===== config.mk =====
export PLATFORM = sky130hd
export DESIGN_NAME = prog_clock_divider
export DESIGN_NICKNAME = d
export VERILOG_FILES = /design/src/rtl/prog_clock_divider.sv
export SDC_FILE = /design/constraint.sdc
export NUM_CORES = 1
export LEC_CHECK = 0
export ABC_AREA = 1
export CORE_UTILIZATION = 35
export DETAILED_ROUTE_END_ITERATION = 6
export HOLD_SLACK_MARGIN = 0.1
export PLACE_DENSITY = 0.6
export SLEW_MARGIN = 20
export SYNTH_ARGS = -nofsm -noshare
export SYNTH_HDL_FRONTEND = slang
export SYNTH_SLANG_ARGS = --single-unit

===== constraint.sdc =====
create_clock -name ClkIn -period 5.3 [get_ports ClkIn]
set_input_delay 0.53 -clock ClkIn [delete_from_list [all_inputs] [get_ports ClkIn]]
set_output_delay 0.53 -clock ClkIn [all_outputs]
set_load 0.01 [all_outputs]

===== src/rtl/prog_clock_divider.sv =====
`default_nettype none
// ============================================================================
// Module   : prog_clock_divider
// Brief    : Multi-channel programmable clock divider with glitch-free
//            registered outputs, deferred divisor updates and phase sync.
// Revision : 1.0 - initial release
// ============================================================================
module prog_clock_divider #(
    parameter int CHANNELS    = 4,
    parameter int CNT_WIDTH   = 16,
    parameter int DEFAULT_DIV = 2
) (
    input  logic                 ClkIn,
    input  logic                 ResetN,
    input  logic [CHANNELS-1:0]  Enable,
    input  logic                 Sync,
    input  logic                 DivLoad,
    input  logic [3:0]           DivSel,
    input  logic [CNT_WIDTH-1:0] DivValue,
    output logic [CHANNELS-1:0]  ClkOut,
    output logic [CHANNELS-1:0]  Tick,
    output logic [CHANNELS-1:0]  Pending
);

    localparam logic [CNT_WIDTH-1:0] C_MIN_DIV = CNT_WIDTH'(2);
    localparam logic [CNT_WIDTH-1:0] C_ONE     = CNT_WIDTH'(1);
    localparam logic [CNT_WIDTH-1:0] C_RST_DIV = CNT_WIDTH'(DEFAULT_DIV);

    // ceil(d/2) without widening: d>>1 plus the odd bit cannot exceed 2^(W-1)
    function automatic logic [CNT_WIDTH-1:0] half_up(input logic [CNT_WIDTH-1:0] d);
        return (d >> 1) + {{(CNT_WIDTH-1){1'b0}}, d[0]};
    endfunction

    logic                 w_sel_ok;
    logic [CNT_WIDTH-1:0] w_div;

    assign w_sel_ok = ({1'b0, DivSel} < 5'(CHANNELS));
    assign w_div    = (DivValue < C_MIN_DIV) ? C_MIN_DIV : DivValue;

    genvar g;
    generate
        for (g = 0; g < CHANNELS; g++) begin : g_ch
            logic [CNT_WIDTH-1:0] cnt_q, cnt_d;
            logic [CNT_WIDTH-1:0] act_q, act_d;
            logic [CNT_WIDTH-1:0] pdiv_q, pdiv_d;
            logic                 pend_q, pend_d;
            logic                 run_q, run_d;
            logic                 clk_q, clk_d;
            logic                 tick_q, tick_d;
            logic                 w_load;
            logic                 w_wrap;
            logic                 w_apply;

            assign w_load  = DivLoad && w_sel_ok && (DivSel == 4'(g));
            assign w_wrap  = run_q && (cnt_q == act_q - C_ONE);
            // A disabled channel has no period in flight, so a held divisor lands at once
            assign w_apply = pend_q && (Sync || w_wrap || !Enable[g]);

            always_comb begin
                cnt_d  = cnt_q;
                act_d  = act_q;
                pdiv_d = pdiv_q;
                pend_d = pend_q;
                run_d  = Enable[g];

                if (w_apply) begin
                    act_d  = pdiv_q;
                    pend_d = 1'b0;
                end

                if (!Enable[g] || Sync || !run_q || w_wrap) begin
                    cnt_d = '0;
                end else begin
                    cnt_d = cnt_q + C_ONE;
                end

                // New writes land after any application so they target the next period
                if (w_load) begin
                    if (Enable[g]) begin
                        pdiv_d = w_div;
                        pend_d = 1'b1;
                    end else begin
                        act_d  = w_div;
                    end
                end

                clk_d  = Enable[g] && (cnt_d < half_up(act_d));
                tick_d = Enable[g] && (cnt_d == act_d - C_ONE);
            end

            always_ff @(posedge ClkIn or negedge ResetN) begin
                if (!ResetN) begin
                    cnt_q  <= '0;
                    act_q  <= C_RST_DIV;
                    pdiv_q <= C_RST_DIV;
                    pend_q <= 1'b0;
                    run_q  <= 1'b0;
                    clk_q  <= 1'b0;
                    tick_q <= 1'b0;
                end else begin
                    cnt_q  <= cnt_d;
                    act_q  <= act_d;
                    pdiv_q <= pdiv_d;
                    pend_q <= pend_d;
                    run_q  <= run_d;
                    clk_q  <= clk_d;
                    tick_q <= tick_d;
                end
            end

            assign ClkOut[g]  = clk_q;
            assign Tick[g]    = tick_q;
            assign Pending[g] = pend_q;
        end
    endgenerate

endmodule
`default_nettype wire


==> flow_metrics.py, run 1 <==
metrics = {
    "run_status": {
        "status": "complete, no violations",
    },
    "timing": {
        "fmax_ghz": 0.210,
        "relSlewSlack_pct": 49.8,
        "finalHoldViolCount": 0,
        "tightest_slew_ns": 0.753,
        "fin_crit_sh_pct": 89.7,
        "maxSlewViolCount": 0,
        "grt_setup_unrepaired": "false",
        "setup_viol": 0,
        "tns_ns": 0,
        "finalCriticalPeriod_ns": 4.75,
        "hold_ws_ns": 0.482,
        "skew_ns": 0.0135,
    },
    "drt": {
        "initialDrtViolationCount": 1281,
        "ant_nets": 0,
        "drc": 0,
        "dr_total_vias": 16500,
        "drt_wl_total_mm": 51.9,
        "viasPerCell": 4.96,
        "drt_pass1_iterations": 6,
        "post_drt_wl_per_cell_um": 15.6,
    },
    "clock_tree": {
        "clk_latency_ns": 0.55,
        "clock_sinks": 208,
        "cts_buffers": 26,
        "cts_setup_buffers": 0,
        "post_cts_resized": 0,
        "clk_path_buf_depth": 3,
        "cts_tree": "yes",
        "path_clk_slew_ns": 0.07,
        "htreeDepth": 1,
        "cts-hold-fix-buffers": 1,
        "cts_root_buffer": "clkbuf_16",
    },
    "yosys": {
        "seq_area_frac_synth_pct": 29.9,
        "synth_cells": 2610,
        "synth_area_leaders": "dfrtp_1 29%, nand2_1 17%, nand3_1 7.1%",
        "syn_area_per_cell_um2": 6.68,
        "ys_warn_count": 0,
        "yosys-top-cells-count": "788 x nand2_1, 313 x inv_1, 295 x nor2_1",
        "synth_edf_count": 0,
        "synthesis.nets": 2717,
        "ys.flop_type": "dfrtp_1",
        "synth_top_area_share_pct": 28.7,
        "synth_cell_type_count": 49,
        "synth.ff_latch_count": 208,
        "synthArstFlopShare_pct": 100,
        "synthesis.area_mm2": 0.0174,
        "yosys.area.top_type": "dfrtp_1",
        "synth_most_common_cell": "nand2_1",
    },
    "floorplan": {
        "coreArea_mm2": 0.0491,
        "die_x_um": 225,
        "fp-row-count": 81,
        "initial_core_util_pct": 35.5,
        "ios": 40,
        "die_y_um": 225,
        "die_area_mm2": 0.0507,
    },
    "power_and_ir_drop": {
        "p_seq_share_pct": 31.3,
        "leakage_nw": 9.62,
        "p_int_mw": 3.88,
        "switchingPower_mw": 2.89,
        "ir_drop_v": 0.000266,
        "pwr_density_cell_mw_per_mm2": 350,
        "pwr-share-comb_pct": 41.6,
        "p_sw_share_pct": 42.7,
        "finalPower_mw": 6.78,
        "clkPwrFrac_pct": 27.1,
    },
    "critical_path": {
        "critPathKind": "reg -> reg",
        "cp_max_fo": 15,
        "critical_path_required_ns": 5.75,
        "cp.arrival_ns": 5.21,
        "startpoint_type": "flip-flop",
        "endpoint_kind": "flip-flop",
        "cp_slowest_cell": "dfrtp_1",
        "crit_top_cell": "nand2_1",
        "cp_slowest_stage_delay_ns": 0.46,
    },
    "placed_design": {
        "portBuffers": 39,
        "dp_hpwl_mm": 41.0,
        "gp_congestion": 0.951,
    },
    "hold_path": {
        "hold_class": "reg -> reg",
    },
    "final_layout": {
        "layout-drive-gt1-share_pct": 9.13,
        "final_nets": 2749,
        "postLayoutCoreUtil_pct": 39.4,
        "seqCellArea_mm2": 0.00522,
        "syn2layout_area_growth_pct": 11.0,
        "fill_cells": 5197,
        "multi_input_area_mm2": 0.0106,
        "antenna_cells": 0,
    },
    "global_routing": {
        "track_usage_pct": 20.8,
        "grt_max_degree": 122,
        "antenna_found_initial": 1,
        "grt_pass1_vias": 16000,
        "grt_pass1_wl_mm": 84.3,
        "grt_overflow": 0,
    },
    "flow_run": {
        "maxCapViolations": 0,
    },
}
==> registers in the layout (all words and copies together), names as in the netlist <==
register and cells:
g_ch.act_q 64, g_ch.clk_q 4, g_ch.cnt_q 64, g_ch.pdiv_q 64, g_ch.pend_q 4, g_ch.run_q 4, g_ch.tick_q 4
==> worst paths after layout <==
check | from | to | slack [ns] | depth (start not counted)
worst max-delay path | g_ch[3].act_q[0] | g_ch[3].clk_q | 0.55 | 30
worst min-delay path | g_ch[1].pdiv_q[10] | g_ch[1].pdiv_q[10] | 0.48 | 2
worst max register to register | g_ch[3].act_q[0] | g_ch[3].clk_q | 0.55 | 30
worst min register to register | g_ch[1].pdiv_q[10] | g_ch[1].pdiv_q[10] | 0.48 | 2
max in group asynchronous | ResetN | g_ch[3].act_q[9] | 3.57 | 3
min in group asynchronous | ResetN | g_ch[0].clk_q | 0.55 | 2
==> cell usage in the layout (no fill, tap or decap), types with 14 or more instances in the layout <==
cell               n
a21oi_1           40
buf_4             16
clkbuf_16         27
clkdlybuf4s50_1   38
dfrtp_1          200
ha_1              79
inv_1            313
inv_2             25
nand2_1          788
nand2_2           35
nand2_4           17
nand3_1          246
nand3_2           19
nand3b_1          22
nand4_1           38
nor2_1           295
nor2_2            34
nor3_1            25
nor4_1            14
o21ai_0          114
xnor2_1           42
xor2_1           102
==> metal layers <==
metal / wire length [um] / vias to the layer above / global-route usage, %
li1: - / 8350 / -
met1: 24500 / 7697 / 28.5
met2: 23900 / 373 / 34.5
met3: 2260 / 66 / 2.19
met4: 1260 / 2 / 6.03
met5: 9 / - / 0
==> power by group through the flow <==
| stage | clock, mW | sequential [mW] | combinational [mW] |
|---|---|---|---|
| after floorplan | 0 | 2.03 | 2.15 |
| after detailed placement | 0 | 2.14 | 2.79 |
| final | 1.84 | 2.12 | 2.82 |
| after global placement | 0 | 2.14 | 2.75 |
| after CTS | 1.88 | 2.12 | 2.81 |
| after global routing | 1.93 | 2.16 | 3.22 |
==> final cells by class <==
class,instances,share of cell area (%)
repair buffers,57,2.82
well taps,664,4.29
multi-input cells,2005,54.7
flip-flops and latches,208,27.0
clock buffers,32,3.64
clock inverters,15,0.867
inverters,344,6.68
==> critical path: cells and delay by family, from the launching register on <==
| kind | cells | cell delay [ns] |
|---|---|---|
| buffers and inverters | 3 | 0.34 |
| XOR/XNOR | 1 | 0.16 |
| AND/OR/NAND/NOR | 22 | 2.78 |
| adder cells (fa/ha/maj) | 3 | 0.69 |
| flip-flops | 1 | 0.46 |
| AO/OA/AOI/OAI | 1 | 0.20 |
==> through the flow <==
step / instance area [um2] / instances / setup WS [ns]
after global routing: 19300 / 3325 / 0.0248
after global placement: 18500 / 3277 / 0.364
after floorplan: 17400 / 2610 / 1.23
after CTS: 19300 / 3325 / 0.554
final: 19300 / 3325 / 0.548
after detailed placement: 18500 / 3277 / 0.348
==> kinds of logic (layout without fill, tap and decap cells) <==
| group | after synthesis | after routing | synth area share [%] |
|---|---|---|---|
| simple gates | 1572 | 1572 | 40.7 |
| buf+inv | 397 | 448 | 9.30 |
| flops | 208 | 208 | 29.9 |
| compound gates | 207 | 207 | 6.82 |
| xor+xnor | 147 | 147 | 7.63 |
| fa+ha+maj | 79 | 79 | 5.67 |
Note: power is estimated with default switching activity, not from simulation.
==> run 2, diff against run 1 <==
--- a/config.mk
+++ b/config.mk
@@ -9,6 +9,7 @@
 export CORE_UTILIZATION = 35
 export DETAILED_ROUTE_END_ITERATION = 6
 export HOLD_SLACK_MARGIN = 0.1
+export MAX_ROUTING_LAYER = met4
 export PLACE_DENSITY = 0.6
 export SLEW_MARGIN = 20
 export SYNTH_ARGS = -nofsm -noshare
==> run 2 against run 1 <==
- via count is essentially flat
- sequential power about the same
- the flow now finishes with violations (design-rule violations)
- first-iteration DRC count rose by 0.31%
- combinational power about the same
- core utilization barely moved
- critical endpoint unchanged
- final area about the same
- worst hold slack gained 0.0010 ns
- clock skew is 0.0027 ns higher
- clock power shrank 4%
- maximum frequency shrank 0.93%
==> flow_metrics.py, run 2 (synthesis gave the netlist of run 1 again) <==
metrics = {
    "run_status": {
        "status": "finished with violations",
        "failed_checks": "design-rule violations",
    },
    "power_and_ir_drop": {
        "finalPower_mw": 6.69,
        "leakage_nw": 9.62,
        "pwr_density_cell_mw_per_mm2": 346,
        "ir_drop_v": 0.000254,
    },
    "drt": {
        "post_drt_wl_per_cell_um": 15.6,
        "dr_total_vias": 16500,
        "drc": 2,
        "viasPerCell": 4.96,
        "drt_wl_total_mm": 52.0,
        "ant_nets": 0,
        "drt_pass1_iterations": 7,
        "initialDrtViolationCount": 1285,
    },
    "critical_path": {
        "crit_top_cell": "nand2_1",
        "cp.arrival_ns": 5.22,
        "rr_worst_depth": 32,
        "critPathKind": "reg -> reg",
        "endpoint_kind": "flip-flop",
        "cp_slowest_stage_delay_ns": 0.57,
        "critical_path_required_ns": 5.72,
        "cp_max_fo": 10,
        "startpoint_type": "flip-flop",
        "cp_slowest_cell": "dfstp_2",
        "rrSetupSlack_ns": 0.50,
    },
    "timing": {
        "grt_setup_unrepaired": "false",
        "setup_viol": 0,
        "relSlewSlack_pct": 44.2,
        "skew_ns": 0.0161,
        "finalCriticalPeriod_ns": 4.80,
        "finalHoldViolCount": 0,
        "fin_crit_sh_pct": 90.5,
        "maxSlewViolCount": 0,
        "tightest_slew_ns": 0.836,
        "tns_ns": 0,
        "fmax_ghz": 0.208,
    },
    "floorplan": {
        "ios": 40,
        "initial_core_util_pct": 35.5,
        "die_x_um": 225,
        "coreArea_mm2": 0.0491,
        "fp-row-count": 81,
        "die_y_um": 225,
        "die_area_mm2": 0.0507,
    },
    "clock_tree": {
        "htreeDepth": 1,
        "clk_path_buf_depth": 3,
        "cts_tree": "yes",
        "path_clk_slew_ns": 0.06,
        "clock_sinks": 208,
        "clk_latency_ns": 0.54,
        "cts_buffers": 25,
        "cts_root_buffer": "clkbuf_16",
    },
    "final_layout": {
        "fill_cells": 5181,
        "syn2layout_area_growth_pct": 10.9,
        "final_common_cell": "nand2_1",
        "stdcell_area_mm2": 0.0193,
        "reg_top3": "g_ch.act_q: 64 flops, g_ch.cnt_q: 64 flops, g_ch.pdiv_q: 64 flops",
        "most-common-layout-cells": "788 x nand2_1, 313 x inv_1, 294 x nor2_1",
        "fin_cells": 3325,
        "final_nets": 2749,
        "postLayoutCoreUtil_pct": 39.4,
        "layout-drive-gt1-share_pct": 9.17,
    },
    "global_routing": {
        "grtUsageMet3_pct": 2.43,
        "grt_max_degree": 145,
        "grt_overflow": 0,
        "antenna_found_initial": 1,
        "gr-usage-met2_pct": 34.8,
        "grt_pass1_vias": 15900,
        "track_usage_pct": 21.4,
        "top_usage_layer": "met2",
        "grt_pass1_wl_mm": 84.1,
        "grt_util_met1_pct": 28.3,
    },
    "hold_path": {
        "hold_class": "reg -> reg",
        "whs_path_depth": 2,
    },
    "flow_run": {
        "maxCapViolations": 0,
    },
    "placed_design": {
        "placed_cells": 3275,
        "place_area_mm2": 0.0185,
        "dp_hpwl_mm": 41.1,
        "portBuffers": 39,
        "gp_congestion": 0.966,
    },
}
run 2: cell types whose count changed in the layout (fill, tap and decap cells not counted), moves of 2 or more:
cell,previous run,this run
clkbuf_16,27,25
clkbuf_8,1,6
nand2_4,17,19
clkinvlp_4,4,2
run 2: power breakdown:
group	switching (mW)	leakage, nW	internal [mW]
logic	1.86	6.53	0.952
registers	0.284	2.68	1.84
clock network	0.715	0.411	1.05
run 2: timing repair:
item,in CTS,in global routing
buffers inserted,0,2
hold buffers,1,0
hold endpoints to repair,63,0
resized for setup,0,3
setup endpoints to repair,0,1
run 2: per-layer routing:
| metal | vias up | part of all wire, % |
|---|---|---|
| met4 | 0 | 2.0 |
| met5 | - | 0 |
| met2 | 357 | 46 |
| li1 | 8329 | - |
| met3 | 62 | 4.7 |
| met1 | 7747 | 47 |
run 2: cell type report:
class | count | area [um2] | share of cell area (%)
inverter | 344 | 1290 | 6.69
clock inverter | 11 | 114 | 0.589
multi-input combinational | 2006 | 10600 | 54.9
antenna | 1 | 2.50 | 0.0129
clock buffer | 34 | 719 | 3.72
timing repair buffer | 57 | 546 | 2.82
tap | 664 | 831 | 4.30
sequential | 208 | 5220 | 27.0
run 2: path summary, 6_finish.rpt:
kind | start | endpoint
max reg2reg | g_ch[3].act_q[1] | g_ch[3].clk_q
min reg2reg | g_ch[3].pdiv_q[8] | g_ch[3].pdiv_q[8]
min | g_ch[3].pdiv_q[8] | g_ch[3].pdiv_q[8]
max in group asynchronous | ResetN | g_ch[3].run_q
min in group asynchronous | ResetN | g_ch[0].clk_q
max | g_ch[3].act_q[1] | g_ch[3].clk_q
run 2: metrics by stage:
stage | setup slack (ns) | hold slack [ns]
after CTS | 0.337 | 0.487
final | 0.503 | 0.483
after global routing | 0.00105 | 0.503
after detailed placement | 0.356 | 0.472
after floorplan | 1.23 | 0.234
after global placement | 0.454 | 0.465
run 2: worst max-delay path, delay by kind of cell (launching register included):
| kind | cells | cell delay (ns) |
|---|---|---|
| adders and majority gates | 4 | 0.93 |
| buffers and inverters | 2 | 0.09 |
| xor gates and xnor gates | 1 | 0.14 |
| and+or+nand+nor | 24 | 2.75 |
| DFF | 1 | 0.57 |
| AOI/OAI and AO/OA | 1 | 0.17 |
